**src/rtl/fpmul_seq.sv**
```systemverilog
// Multi-cycle IEEE-754 single-precision multiplier using a shift-add mantissa datapath.
// Shares DONE/EXCEPTION/BUSY conventions with the sequential divider.
module fpmul_seq #(
    parameter int EXP_W  = 8,
    parameter int MANT_W = 23,
    parameter int BIAS   = 127
) (
    input  logic                      CLOCK,
    input  logic                      RESET,
    input  logic                      START,
    input  logic [EXP_W+MANT_W:0]     InputA,
    input  logic [EXP_W+MANT_W:0]     InputB,
    output logic [EXP_W+MANT_W:0]     AxB,
    output logic                      DONE,
    output logic [1:0]                EXCEPTION,
    output logic                      BUSY
);

    localparam int W   = 1 + EXP_W + MANT_W;
    localparam int MW  = MANT_W + 1;
    localparam int PW  = 2 * MW;
    localparam int EW2 = EXP_W + 2;
    localparam int CW  = $clog2(MW);
    localparam logic [EXP_W-1:0] EXP_MAX = '1;
    localparam logic [W-1:0]     QNAN    = {1'b0, EXP_MAX, 1'b1, (MANT_W-1)'(0)};

    typedef enum logic [2:0] {IDLE, CHECK, MUL, NORM, FIN} stateT;

    stateT               state, stateNext;
    logic [W-1:0]        opA, opB;
    logic [MW-1:0]       ma, mb;
    logic [PW-1:0]       prod, prodStep;
    logic [CW-1:0]       count;

    logic                signRes;
    logic [EXP_W-1:0]    expA, expB;
    logic [MANT_W-1:0]   mantA, mantB;
    logic                aZero, bZero, aInf, bInf, aNan, bNan;
    logic                isInvalid, isInf, isZero, isSpecial;
    logic signed [EW2-1:0] expSum, expAdj;
    logic [MANT_W-1:0]   mantNorm;

    assign signRes = opA[W-1] ^ opB[W-1];
    assign expA    = opA[W-2:MANT_W];
    assign expB    = opB[W-2:MANT_W];
    assign mantA   = opA[MANT_W-1:0];
    assign mantB   = opB[MANT_W-1:0];

    // Subnormals count as zero, so a zero exponent alone marks a zero operand.
    assign aZero = (expA == '0);
    assign bZero = (expB == '0);
    assign aInf  = (expA == EXP_MAX) && (mantA == '0);
    assign bInf  = (expB == EXP_MAX) && (mantB == '0);
    assign aNan  = (expA == EXP_MAX) && (mantA != '0);
    assign bNan  = (expB == EXP_MAX) && (mantB != '0);

    assign isInvalid = aNan || bNan || (aZero && bInf) || (aInf && bZero);
    assign isInf     = aInf || bInf;
    assign isZero    = aZero || bZero;
    assign isSpecial = isInvalid || isInf || isZero;

    // One shift-add step: add ma into the upper half when the current multiplier bit is set.
    assign prodStep = PW'(({1'b0, prod} + {1'b0, (mb[0] ? ma : MW'(0)), MW'(0)}) >> 1);

    assign expSum   = $signed({2'b00, expA}) + $signed({2'b00, expB}) - $signed(EW2'(BIAS));
    assign expAdj   = prod[PW-1] ? expSum + $signed(EW2'(1)) : expSum;
    assign mantNorm = prod[PW-1] ? prod[PW-2:MW] : prod[PW-3:MW-1];

    always_ff @(posedge CLOCK or posedge RESET) begin
        if (RESET) state <= IDLE;
        else       state <= stateNext;
    end

    always_comb begin
        stateNext = state;
        case (state)
            IDLE:    if (START) stateNext = CHECK;
            CHECK:   stateNext = isSpecial ? FIN : MUL;
            MUL:     if (count == '0) stateNext = NORM;
            NORM:    stateNext = FIN;
            FIN:     stateNext = IDLE;
            default: stateNext = IDLE;
        endcase
    end

    // Datapath and result registers; results are truncated toward zero like the divider.
    always_ff @(posedge CLOCK or posedge RESET) begin
        if (RESET) begin
            opA       <= '0;
            opB       <= '0;
            ma        <= '0;
            mb        <= '0;
            prod      <= '0;
            count     <= '0;
            AxB       <= '0;
            DONE      <= 1'b0;
            EXCEPTION <= 2'b00;
            BUSY      <= 1'b0;
        end else begin
            case (state)
                IDLE: begin
                    if (START) begin
                        opA  <= InputA;
                        opB  <= InputB;
                        BUSY <= 1'b1;
                        DONE <= 1'b0;
                    end
                end
                CHECK: begin
                    if (isInvalid) begin
                        AxB       <= QNAN;
                        EXCEPTION <= 2'b11;
                    end else if (isInf) begin
                        AxB       <= {signRes, EXP_MAX, MANT_W'(0)};
                        EXCEPTION <= 2'b00;
                    end else if (isZero) begin
                        AxB       <= {signRes, (W-1)'(0)};
                        EXCEPTION <= 2'b00;
                    end else begin
                        ma    <= {1'b1, mantA};
                        mb    <= {1'b1, mantB};
                        prod  <= '0;
                        count <= CW'(MW - 1);
                    end
                end
                MUL: begin
                    prod <= prodStep;
                    mb   <= mb >> 1;
                    if (count != '0) count <= count - 1'b1;
                end
                NORM: begin
                    if (expAdj >= $signed({2'b00, EXP_MAX})) begin
                        AxB       <= {signRes, EXP_MAX, MANT_W'(0)};
                        EXCEPTION <= 2'b01;
                    end else if (expAdj[EW2-1] || expAdj == '0) begin
                        AxB       <= {signRes, (W-1)'(0)};
                        EXCEPTION <= 2'b10;
                    end else begin
                        AxB       <= {signRes, expAdj[EXP_W-1:0], mantNorm};
                        EXCEPTION <= 2'b00;
                    end
                end
                FIN: begin
                    DONE <= 1'b1;
                    BUSY <= 1'b0;
                end
                default: ;
            endcase
        end
    end

endmodule

```
**config.mk**
```make
export PLATFORM = sky130hd
export DESIGN_NAME = fpmul_seq
export DESIGN_NICKNAME = d
export VERILOG_FILES = /design/src/rtl/fpmul_seq.sv
export SDC_FILE = /design/constraint.sdc
export NUM_CORES = 1
export LEC_CHECK = 0
export ABC_AREA = 1
export CORE_MARGIN = 1.5
export CORE_UTILIZATION = 40
export DETAILED_ROUTE_END_ITERATION = 10
export GPL_ROUTABILITY_DRIVEN = 0
export SLEW_MARGIN = 20
export SYNTH_ARGS = -nofsm -noshare
export SYNTH_HDL_FRONTEND = slang
export SYNTH_SLANG_ARGS = --single-unit
```
**constraint.sdc**
```tcl
create_clock -name CLOCK -period 17.3 [get_ports CLOCK]
set_input_delay 2.595 -clock CLOCK [delete_from_list [all_inputs] [get_ports CLOCK]]
set_output_delay 2.595 -clock CLOCK [all_outputs]
set_load 0.005 [all_outputs]
```
==> results.tsv, run 1 <==
stage	metric	value	unit
status	outcome	completed	
timing	RSZ-0062 raised after global routing	no	
hold_path	hold path endpoint	ma[23]	
clock_network	Max Buffers Root-to-Sink	2	
finish	Area Overhead vs Synth	18.6	%
timing	Slew Viols, Final	0	
clock_network	Num CTS Buffers	17	
critical_path	Buf/Inv on CP	3	
floorplan	Starting Density	41.1	%
critical_path	crit path launch type	input pin	
finish	nets	1529	
pwr	Switch Pwr	1.05	mW
clock_network	CTS Hold Bufs	0	
synthesis	register area share after synthesis	45.0	%
timing	hold_ws	0.469	ns
finish	fillcell total	2518	
timing	fin crit share	23.2	%
floorplan	die width	162	um
synthesis	area leader, netlist	dfrtp_1	
route	WL/cell	14.5	um
synthesis	Post-Synthesis Cells	1340	
route	total vias in the final route	8715	
synthesis	Cell variety after synth	43	
timing	Clock Skew	0.0103	ns
critical_path	flop-to-flop setup slack	13.73	ns
critical_path	RR Startpoint	opB[20]	
route	final wirelength	25500	um
route	Post-DRT Antenna Nets	0	
critical_path	crit path kind	input pin to flop	
finish	diodes inserted	0	
floorplan	row count	57	
grt	initial antenna violation count	0	
synthesis	Synth area leaders	dfrtp_1, nand2_1, o21ai_0	
floorplan	core region area	24500	sq um
critical_path	Largest stage delay, worst path	0.62	ns
critical_path	CP Data Required Time	17.58	ns
timing	Max Clock Freq	0.249	GHz
clock_network	clk sinks	181	
critical_path	Largest delay share family, worst path	buffers and inverters	
pwr	Power Total	2.27	mW
clock_network	CTS clk-pin slew, worst paths	0.07	ns
synthesis	post-synthesis sequential element count	181	
clock_network	CTS tree	done	
pwr	combinational power share	49.7	%
synthesis	Synth Warn #	0	
floorplan	I/O Pins	103	
timing	setup TNS	0	ns
flow_run	max_cap viols	0	
synthesis	ys flop type	dfrtp_1	
placement	dpl hpwl	18500	um
clock_network	CTS resizes	0	
critical_path	crit-path cells	clkdlybuf4s50_1, nand3_1, inv_2, buf_4, o21ai_0	
grt	global-route wire length before repair	43100	um
grt	GRT Overall Usage	20.7	%
clock_network	number of setup buffers added after CTS	0	
floorplan	die area	26200	sq um
grt	vias in the first global route	8514	
timing	Slew HR	37.2	%
pwr	clock network fraction of total power	17.8	%
synthesis	Post-synth EDFFs	0	
critical_path	CP max FO	95	
critical_path	cells on worst reg2reg path	11	
grt	GR Overflow Total	0	
critical_path	Critical Path Slowest Stage Cell	buf_4	
critical_path	Worst R2R End	AxB[10]	
finish	proportion of layout cells with a drive suffix above 1	5.59	%
grt	largest net degree at the start of global routing	96	
synthesis	Avg Cell Area, Syn	7.52	sq um
hold_path	hold path start	ma[23]	
floorplan	Die Height	162	um
hold_path	Worst Hold Depth	2	
pwr	pwr dens	190	nW/um^2
pwr	P_int	1.22	mW
route	routed vias/inst	4.97	
pwr	Sw Ratio	46.3	%
pwr	leakage power	5.86	nW
synthesis	asr flop ratio synth	100	%
route	Iter 0 DRT Violations	505	
finish	final non-filler cell total	1755	
clock_network	Root Driver	clkbuf_16	
timing	fin crit period	4.01	ns
pwr	Seq pwr share	32.5	%
critical_path	Crit path depth	5	
clock_network	H-tree depth	4	
placement	Cells after DPL	1723	
route	DRT Pass-1 Iters	4	
placement	PortBufs	102	
pwr	Max IR drop VDD	73.4	uV
synthesis	post-synthesis cell area	10100	sq um
hold_path	Hold Path Class	flop to flop	
timing	Setup-failing EPs final	0	
clock_network	worst skew pair latency	0.44	ns
timing	Final Hold Viols	0	
synthesis	syn nets	1451	
timing	Worst-Margin Slew	0.941	ns
synthesis	share of the synthesized area in the top cell type	45.0	%
critical_path	critical path capture point type	flop	
route	Remaining DRCs	0	
critical_path	worst path arrival time	4.29	ns
## state kept, by name (all words and copies together), names as in the netlist
name,count
AxB,32
BUSY,1
DONE,1
EXCEPTION,2
count,5
ma,24
mb,24
opA,32
opB,32
prod,25
state,3
## cells in the mapped netlist, types with 5 or more instances
cell type  count
buf_2          5
a31oi_1       28
o21ai_1       12
nand2_1      414
dfrtp_1      181
nor2_1       122
nand3_1       55
xor2_1         9
nand2_2        8
ha_1          42
nand3_2       16
nor3_1        12
nor4_1         5
o22ai_1        9
inv_2          5
o21ai_0      123
clkbuf_1      39
nand4_1       14
inv_1        140
a21oi_1       64
## cell usage in the layout (no fill, tap or decap), types with 17 or more instances in the layout
master,count
o21ai_0,123
clkdlybuf4s50_1,102
a31oi_1,28
ha_1,42
clkbuf_16,17
inv_1,139
dfrtp_1,181
nand3_1,55
nor2_1,122
a21oi_1,64
nand2_1,413
## per-stage QoR
step / utilization (%) / setup WS [ns] / cell area, sq um
after floorplan: - / 9.79 / 10100
after global placement: 46.2 / 12.90 / 11300
after detailed placement: 46.2 / 12.85 / 11300
after CTS: 48.7 / 13.30 / 12000
after global routing: 48.7 / 13.08 / 12000
final: 48.7 / 13.29 / 12000
## worst max path at each step
stage               startpoint      end  slack, ns
finish                   START   opA[3]      13.29
global route             START  opA[10]      13.08
CTS                      START   opA[3]      13.30
detailed placement       START   opA[3]      12.85
global placement         RESET   ma[13]      12.90
floorplan                RESET   AxB[0]       9.79
## layer usage
layer,part of all wire [%],wire length (um),global-route usage (%),up-vias
met1,48,12200,28.2,4059
met5,0,0,0,-
met4,1.9,489,6.30,0
li1,-,-,-,4495
met2,47,12100,34.0,135
met3,3.0,774,3.45,26
## cell type report
class	instances	area, sq um	share of cell area [%]
clock buffers	18	439	3.67
clock inverters	14	170	1.42
inverters	146	553	4.63
multi-input cells	962	4770	39.9
flip-flops and latches	181	4530	37.9
well taps	324	405	3.39
repair buffers	110	1080	9.05
## worst reg2reg max path, delay by kind of cell, from the launching register on
| family | cells | cell delay, ns |
|---|---|---|
| simple gates | 8 | 2.54 |
| flops | 1 | 0.41 |
| buf+inv | 2 | 0.40 |
| compound gates | 1 | 0.10 |
## cell families after synthesis
logic type,after synthesis,share of synthesized area (%)
AO/OA/AOI/OAI,247,13.1
XOR/XNOR,11,0.956
adder cells (fa/ha/maj),44,5.61
buffers and inverters,197,7.70
flip-flops,181,45.0
AND/OR/NAND/NOR,660,27.7
## power groups by stage
stage	clock [mW]	sequential [mW]	combinational [mW]
after floorplan	0	0.701	0.872
after global placement	0	0.741	1.11
after detailed placement	0	0.745	1.13
after CTS	0.412	0.739	1.14
after global routing	0.429	0.766	1.30
final	0.403	0.739	1.13
Power figures use the tool's default switching activity.
==> run 2: changes to the inputs <==
Clock period 17.3 ns to 4 ns, I/O delays scaled along.
==> run 2 against run 1 <==
Compared with the run above: hold slack better by 0.016 ns; clock-buffer cell count down 1; critical path type is now flop to flop; largest power group unchanged; critical path depth up 10; clock skew up 0.0024 ns; core utilization up 0.31 points.
==> results.tsv, run 2 (synthesis results as in run 1) <==
stage	metric	value	unit	change
status	outcome	completed		
timing	Slew HR	46.0	%	+8.8 points
finish	most frequent cells in the layout	nand2_1, dfrtp_1, inv_1		
timing	fin crit share	84.9	%	
flow_run	max_cap viols	0		unchanged
finish	nets	1535		+0.39%
timing	RSZ-0062 raised after global routing	no		
placement	Cells after DPL	1729		+0.35%
clock_network	Root Driver	clkbuf_16		
grt	GRT Overall Usage	20.6	%	-0.12 points
route	Max Used Layer	met4		
timing	Slew Viols, Final	0		unchanged
route	Iter 0 DRT Violations	467		-7.5%
critical_path	worst path arrival time	3.76	ns	-0.53 ns
route	final wirelength	25700	um	+0.66%
finish	Area Overhead vs Synth	19.4	%	
grt	largest net degree at the start of global routing	87		-9.4%
floorplan	Starting Density	41.1	%	unchanged
clock_network	worst skew pair latency	0.44	ns	about the same
pwr	Max IR drop VDD	348	uV	+370%
finish	final non-filler cell total	1761		+0.34%
route	WL/cell	14.6	um	+0.32%
finish	post-layout util	49.0	%	+0.31 points
route	met3 WL	891	um	+15%
critical_path	Crit. Startpoint	opA[24]		
timing	Final Hold Viols	0		unchanged
grt	vias in the first global route	8604		+1.1%
timing	Max Clock Freq	0.295	GHz	
clock_network	CTS tree	done		
floorplan	Die Height	162	um	unchanged
timing	fin crit period	3.40	ns	
clock_network	CTS resizes	0		unchanged
timing	hold_ws	0.485	ns	+0.0160 ns
route	routed vias/inst	5.00		+0.70%
critical_path	CP max FO	22		-77%
clock_network	CTS clk-pin slew, worst paths	0.08	ns	about the same
finish	diodes inserted	0		unchanged
clock_network	Max Buffers Root-to-Sink	2		unchanged
finish	biggest regs	AxB (32), opA (32), opB (32)		
floorplan	die width	162	um	unchanged
clock_network	CTS Hold Bufs	0		unchanged
pwr	pwr dens	818	nW/um^2	+330%
floorplan	die area	26200	sq um	unchanged
route	Remaining DRCs	0		unchanged
timing	Setup-failing EPs final	0		unchanged
route	DRT Pass-1 Iters	8		+4
timing	Worst-Margin Slew	0.809	ns	-0.132 ns
critical_path	crit path launch type	flop		
floorplan	core region area	24500	sq um	unchanged
timing	setup TNS	0	ns	unchanged
placement	PortBufs	102		unchanged
critical_path	critical path capture point type	flop		
clock_network	number of setup buffers added after CTS	0		unchanged
pwr	leakage power	5.90	nW	+0.70%
grt	GR Overflow Total	0		unchanged
route	WL met1	11900	um	-2.0%
hold_path	Hold Path Class	flop to flop		
floorplan	row count	57		unchanged
clock_network	H-tree depth	4		unchanged
timing	Clock Skew	0.0128	ns	+0.00245 ns
placement	dpl hpwl	18600	um	+0.91%
clock_network	Num CTS Buffers	17		unchanged
critical_path	RR Startpoint	opA[24]		
route	met2 wire length	12400	um	+2.6%
finish	commonest non-fill, non-tap cell in the layout	nand2_1		
route	Post-DRT Antenna Nets	0		unchanged
critical_path	CP Data Required Time	4.36	ns	-13.22 ns
hold_path	hold path start	AxB[8]		
floorplan	I/O Pins	103		unchanged
grt	global-route wire length before repair	43100	um	about the same
finish	proportion of layout cells with a drive suffix above 1	5.98	%	+0.39 points
route	total vias in the final route	8806		+1.0%
grt	initial antenna violation count	0		unchanged
critical_path	crit path kind	flop to flop		
clock_network	clk sinks	181		unchanged
==> run 2: cell count changes in the layout (fill, tap and decap cells not counted), sizes merged <==
cell,delta
clkinvlp,-2
clkbuf,-1
inv,+1
buf,+6
clkinv,+4
bufinv,-2
==> run 2: per-layer routing <==
metal	global-route usage [%]	vias up
met5	0	-
met1	27.1	4097
met2	35.1	173
met4	6.05	0
li1	-	4510
met3	3.24	26
==> run 2: worst paths after layout <==
| check | to | slack (ns) | cells after the start |
|---|---|---|---|
| setup / recovery | AxB[10] | 0.60 | 15 |
| hold / removal | AxB[8] | 0.48 | 2 |
| setup reg to reg | AxB[10] | 0.60 | 15 |
| hold reg to reg | AxB[8] | 0.48 | 2 |
| max in group asynchronous | AxB[16] | 2.54 | 3 |
| min in group asynchronous | opA[19] | 0.60 | 2 |
==> run 2: where the power goes <==
part           switching (mW)  leakage (nW)  total, mW  internal [mW]
Sequential              0.517          2.27       3.14           2.63
Clock                   0.865         0.294       1.71          0.850
Combinational            3.26          3.34       4.98           1.72
==> run 2: stage by stage <==
stage / power, mW / worst slack [ns] / cell area [sq um]
CTS: 9.92 / 0.590 / 12000
global route: 10.8 / 0.327 / 12000
detailed placement: 8.15 / 0.618 / 11400
floorplan: 6.80 / 1.08 / 10100
finish: 9.84 / 0.605 / 12000
global placement: 8.09 / 0.700 / 11400
==> run 2: worst max-delay path, stage by stage (launching register included) <==
cell     delay [ns]
dfrtp_1        0.40
ha_1           0.30
ha_1           0.24
fa_1           0.53
nand2_1        0.06
inv_1          0.05
nand2_1        0.09
nor2_4         0.12
nand3_2        0.11
nor2_4         0.10
nand3_2        0.09
o21ai_0        0.21
nand2_2        0.20
nand2_2        0.47
nand3_1        0.17
o21ai_1        0.16
==> run 2: area by class of cell <==
| class | instances | area (sq um) |
|---|---|---|
| Clock buffer | 17 | 425 |
| Clock inverter | 15 | 179 |
| Fill cell | 2498 | 12500 |
| Inverter | 146 | 552 |
| Multi-Input combinational cell | 962 | 4770 |
| Sequential cell | 181 | 4530 |
| Tap cell | 324 | 405 |
| Timing Repair Buffer | 116 | 1160 |
